### src/rtl/full_adder.sv
// 1-bit full adder cell with a zero-latency combinational result,
// a registered copy of that result, and a saturating carry-event counter.
module full_adder #(
    parameter int CNT_W = 16
) (
    input  logic             clk,
    input  logic             rst_n,
    input  logic             a,
    input  logic             b,
    input  logic             c_in,
    input  logic             in_valid,
    output logic             sum,
    output logic             carry,
    output logic             sum_q,
    output logic             carry_q,
    output logic             valid_q,
    output logic [CNT_W-1:0] carry_cnt
);

    logic             sum_d;
    logic             carry_d;
    logic             valid_d;
    logic [CNT_W-1:0] cnt_d;
    logic             cnt_sat;

    // Primary result: no dependence on clk, rst_n or in_valid.
    assign sum   = a ^ b ^ c_in;
    assign carry = (a & b) | (a & c_in) | (b & c_in);

    assign cnt_sat = &carry_cnt;

    always_comb begin
        sum_d   = sum_q;
        carry_d = carry_q;
        valid_d = in_valid;
        cnt_d   = carry_cnt;
        if (in_valid) begin
            sum_d   = sum;
            carry_d = carry;
            if (carry && !cnt_sat) begin
                cnt_d = carry_cnt + CNT_W'(1);
            end
        end
    end

    always_ff @(posedge clk or negedge rst_n) begin
        if (!rst_n) begin
            sum_q     <= 1'b0;
            carry_q   <= 1'b0;
            valid_q   <= 1'b0;
            carry_cnt <= '0;
        end else begin
            sum_q     <= sum_d;
            carry_q   <= carry_d;
            valid_q   <= valid_d;
            carry_cnt <= cnt_d;
        end
    end

endmodule

### config.mk
export PLATFORM = sky130hd
export DESIGN_NAME = full_adder
export DESIGN_NICKNAME = d
export VERILOG_FILES = /design/src/rtl/full_adder.sv
export SDC_FILE = /design/constraint.sdc
export NUM_CORES = 1
export LEC_CHECK = 0
export BUFFER_PORTS_ARGS = -buffer_cell sky130_fd_sc_hd__buf_2
export CAP_MARGIN = 20
export CORE_MARGIN = 10
export CORE_UTILIZATION = 53
export DETAILED_ROUTE_END_ITERATION = 8
export PLACE_DENSITY_LB_ADDON = 0.3
export SLEW_MARGIN = 40
export SYNTH_ARGS = -nofsm -noshare
export SYNTH_HDL_FRONTEND = slang
export SYNTH_SLANG_ARGS = --single-unit
### constraint.sdc
create_clock -name clk -period 2.25 [get_ports clk]
set_clock_uncertainty 0.05 [all_clocks]
set_input_delay 0.1125 -clock clk [delete_from_list [all_inputs] [get_ports clk]]
set_output_delay 0.1125 -clock clk [all_outputs]
set_load 0.005 [all_outputs]
==> impl_summary.log <==
[metrics] run status: completed
[metrics] sum of routed wire length over all layers: 1.898 mm
[metrics] Sw Share: 0.3232
[metrics] worst hold path cell count: 3
[metrics] met3 routed wirelength: 201 um
[metrics] logic depth of the worst register-to-register path: 6
[metrics] number of nets in the layout: 118
[metrics] FF-to-FF setup slack: 300 ps
[metrics] time the worst path needs with I/O delays and setup: 1955 ps
[metrics] FFs w/ async S/R, synth: 1.000
[metrics] standard-cell row count: 14
[metrics] wire length of the first global-routing pass: 3.305 mm
[metrics] startpoint of the most critical hold path: c_in
[metrics] Post-Synthesis Cell Area: 907.1 um^2
[metrics] antenna violations before repair: 0
[metrics] number of buffers on the longest clock path: 2
[metrics] die width: 61.37 um
[metrics] post-route ant nets: 0
[metrics] pin count of the biggest net entering global routing: 20
[metrics] mean instance size in the synthesized netlist: 11.78 um^2
[metrics] Layout fillers: 121
[metrics] uppermost metal layer occupied by signal nets: met4
[metrics] final slew viol count: 0
[metrics] Worst Path Required: 2390 ps
[metrics] sequential fraction of the synthesis area: 0.5241
[metrics] most frequent cells after synthesis: 19 x sky130_fd_sc_hd__dfrtp_1, 8 x sky130_fd_sc_hd__xnor2_1, 7 x sky130_fd_sc_hd__xor2_1
[metrics] chip height: 61.37 um
[metrics] Routed met1 length: 794 um
[metrics] startpoint of the worst-slack reg-to-reg timing path: carry_cnt[0]$_DFFE_PN0P_
[metrics] leakage power figure: 0.5311 nW
[metrics] most frequently used cell type in the post-synthesis netlist: sky130_fd_sc_hd__dfrtp_1
[metrics] library cell used as clock root buffer: sky130_fd_sc_hd__clkbuf_4
[metrics] total negative slack: 0 ps
[metrics] Synth Warn #: 0
[metrics] post-route DRC violation count: 0
[metrics] Avg Vias per Cell: 5.672
[metrics] core occupancy in the finished layout: 0.7079
[metrics] core area: 1559 um^2
[metrics] detail-routed net length per standard cell: 15.18 um
[metrics] clock-pin slew on the worst setup and hold paths: 100 ps
[metrics] share of layout cells above drive strength 1: 0.3303
[metrics] all-layer global routing usage: 0.1162
[metrics] clock insertion delay at the later pin of the skew report: 300 ps
[metrics] post-synthesis net count: 85
[metrics] DRT iter0 DRCs: 14
[metrics] crit path kind: reg -> reg
[metrics] wire length on met2: 857 um
[metrics] effective utilization at floorplan: 0.5819
[metrics] Final Cycle Share: 0.8688
[metrics] postcts setup bufs: 0
[metrics] capture instance of the worst register-to-register path: carry_cnt[1]$_DFFE_PN0P_
[metrics] depth of the CTS H-tree: 1
[metrics] number of clock sinks seen by CTS: 19
[metrics] Initial DRT Pass Iterations: 4
[metrics] number of synthesized register bits: 19
[metrics] antenna diode count: 0
[metrics] count of endpoints failing hold in the final timing report: 0
[metrics] share of power burned in the clock network: 0.192
[metrics] number of maximum-capacitance violations: 0
[metrics] Final Power: 0.8827 mW
[metrics] GRT Residual Overflow: 0
[metrics] total die area: 3766 um^2
[metrics] routability congestion estimate: 0.8119
[metrics] number of global-route vias before repair: 739
[metrics] Combinational Power Share: 0.256
[metrics] number of endpoints failing setup at the final stage: 0
[metrics] sequential share of power: 0.552
[metrics] Area Overhead vs Synth: 21.66%
[metrics] crit path DAT: 2090 ps
[metrics] portion of synthesized cell area occupied by the leading cell type: 0.5241
[metrics] endpoint type of the worst setup path: register
[metrics] launching element type of the critical path: register
[metrics] type of the worst min-delay path: in -> reg
[metrics] cell types with the largest area share after synthesis: sky130_fd_sc_hd__dfrtp_1 52%, sky130_fd_sc_hd__xnor2_1 7.7%, sky130_fd_sc_hd__xor2_1 6.8%, sky130_fd_sc_hd__nand4_1 3.4%, sky130_fd_sc_hd__nand3_1 3.3%
[metrics] number of synthesized flops with an enable pin: 0
[metrics] Top-Level Pins: 27
[metrics] PD cells: 799.9 nW/um^2
[metrics] worst vdd rail ir drop: 0.0008367 V
[metrics] largest area contributor in the netlist: sky130_fd_sc_hd__dfrtp_1
[metrics] instance count of the mapped netlist: 77
[metrics] count of different cell masters after synthesis: 26
[metrics] clock tree from TritonCTS: built
[metrics] clock buffers created by TritonCTS: 3
[metrics] quantity of I/O buffers inserted on ports: 26
[metrics] internal power of the cells: 0.5974 mW
[metrics] Most used DFF post-synth: sky130_fd_sc_hd__dfrtp_1
[metrics] Max FO, Critical Path: 7
[metrics] Min Hold Slack: 194.5 ps
[metrics] worst-case hold path end point: sum_q$_DFFE_PN0P_
[metrics] transition at the pin with the smallest max-transition slack: 478.0 ps
[metrics] HPWL Detailed: 1.472 mm
[metrics] net load switching power: 0.2853 mW
[metrics] via count: 709
[metrics] remaining max-slew budget at the tightest pin: 0.6794
[metrics] unrepaired setup endpoints after global routing: false
[metrics] achievable frequency: 511.5 MHz
-- sequential cells by signal, indices dropped and copies added (netlist names) --
signal / count
sum_q: 1
carry_q: 1
valid_q: 1
carry_cnt: 16
-- area by class of cell --
class                   count  area [um^2]  area share
flip-flops and latches     19        475.5      0.4308
multi-input cells          55        416.7      0.3776
repair buffers             29        157.7      0.1429
clock buffers               4        26.28     0.02381
well taps                  16        20.02     0.01814
inverters                   2        7.507    0.006803
-- critical path, cell delays in order (launching register included) --
cell	delay, ps
sky130_fd_sc_hd__dfrtp_1	420
sky130_fd_sc_hd__ha_1	210
sky130_fd_sc_hd__nand4_1	170
sky130_fd_sc_hd__nor4_2	430
sky130_fd_sc_hd__buf_4	220
sky130_fd_sc_hd__nor2_1	70
sky130_fd_sc_hd__mux2_2	270
-- stage by stage --
stage	std cells	setup slack (ps)	area, um^2
after floorplan	77	679.4	907.1
after global placement	119	407.4	1057
after detailed placement	119	311.7	1057
after CTS	125	287.4	1104
after global routing	125	114.2	1104
final	125	295.1	1104
-- routing by layer --
metal | track usage | vias to the layer above
li1 | - | 337
met1 | 0.1315 | 340
met2 | 0.1849 | 27
met3 | 0.04527 | 5
met4 | 0.06369 | 0
met5 | 0 | -
-- layout by cell type, fill, tap and decap left out, types with 2 or more instances in the layout --
cell,n
sky130_fd_sc_hd__dfrtp_1,19
sky130_fd_sc_hd__and3_1,2
sky130_fd_sc_hd__mux2_2,2
sky130_fd_sc_hd__inv_1,2
sky130_fd_sc_hd__buf_2,26
sky130_fd_sc_hd__dlygate4sd3_1,2
sky130_fd_sc_hd__nand3_1,6
sky130_fd_sc_hd__xnor2_1,8
sky130_fd_sc_hd__nor4_1,2
sky130_fd_sc_hd__and4_1,2
sky130_fd_sc_hd__clkbuf_4,3
sky130_fd_sc_hd__nor4_2,2
sky130_fd_sc_hd__nor3_1,3
sky130_fd_sc_hd__nand2_1,4
sky130_fd_sc_hd__xor2_1,7
sky130_fd_sc_hd__nand4_1,5
-- how the worst max path moves through the flow --
stage	startpoint	to	slack, ps	depth (start not counted)
detailed placement	carry_cnt[0]$_DFFE_PN0P_	carry_cnt[1]$_DFFE_PN0P_	310	6
floorplan	carry_cnt[0]$_DFFE_PN0P_	carry_cnt[10]$_DFFE_PN0P_	680	5
finish	carry_cnt[0]$_DFFE_PN0P_	carry_cnt[1]$_DFFE_PN0P_	300	6
CTS	carry_cnt[0]$_DFFE_PN0P_	carry_cnt[1]$_DFFE_PN0P_	290	6
global route	carry_cnt[0]$_DFFE_PN0P_	carry_cnt[1]$_DFFE_PN0P_	110	6
global placement	carry_cnt[0]$_DFFE_PN0P_	carry_cnt[1]$_DFFE_PN0P_	410	6
-- cell families after synthesis --
logic type / Yosys count / synth area share
xor gates and xnor gates: 15 / 0.1448
adders and majority gates: 2 / 0.03586
muxes: 2 / 0.02483
buffers and inverters: 3 / 0.01656
AOI/OAI and AO/OA: 2 / 0.01379
and+or+nand+nor: 34 / 0.2400
DFF: 19 / 0.5241
-- power by group through the flow --
stage	combinational, mW	sequential, mW	clock (mW)
after floorplan	0.109	0.494	0
after global placement	0.224	0.489	0
after detailed placement	0.230	0.494	0
after CTS	0.235	0.488	0.175
after global routing	0.262	0.501	0.185
final	0.226	0.487	0.170
-- timing repair --
item	4_1_cts	5_1_grt
hold endpoints to repair	20	0
gates resized for setup	0	0
hold buffers	2	0
Note: power is estimated with default switching activity, not from simulation.
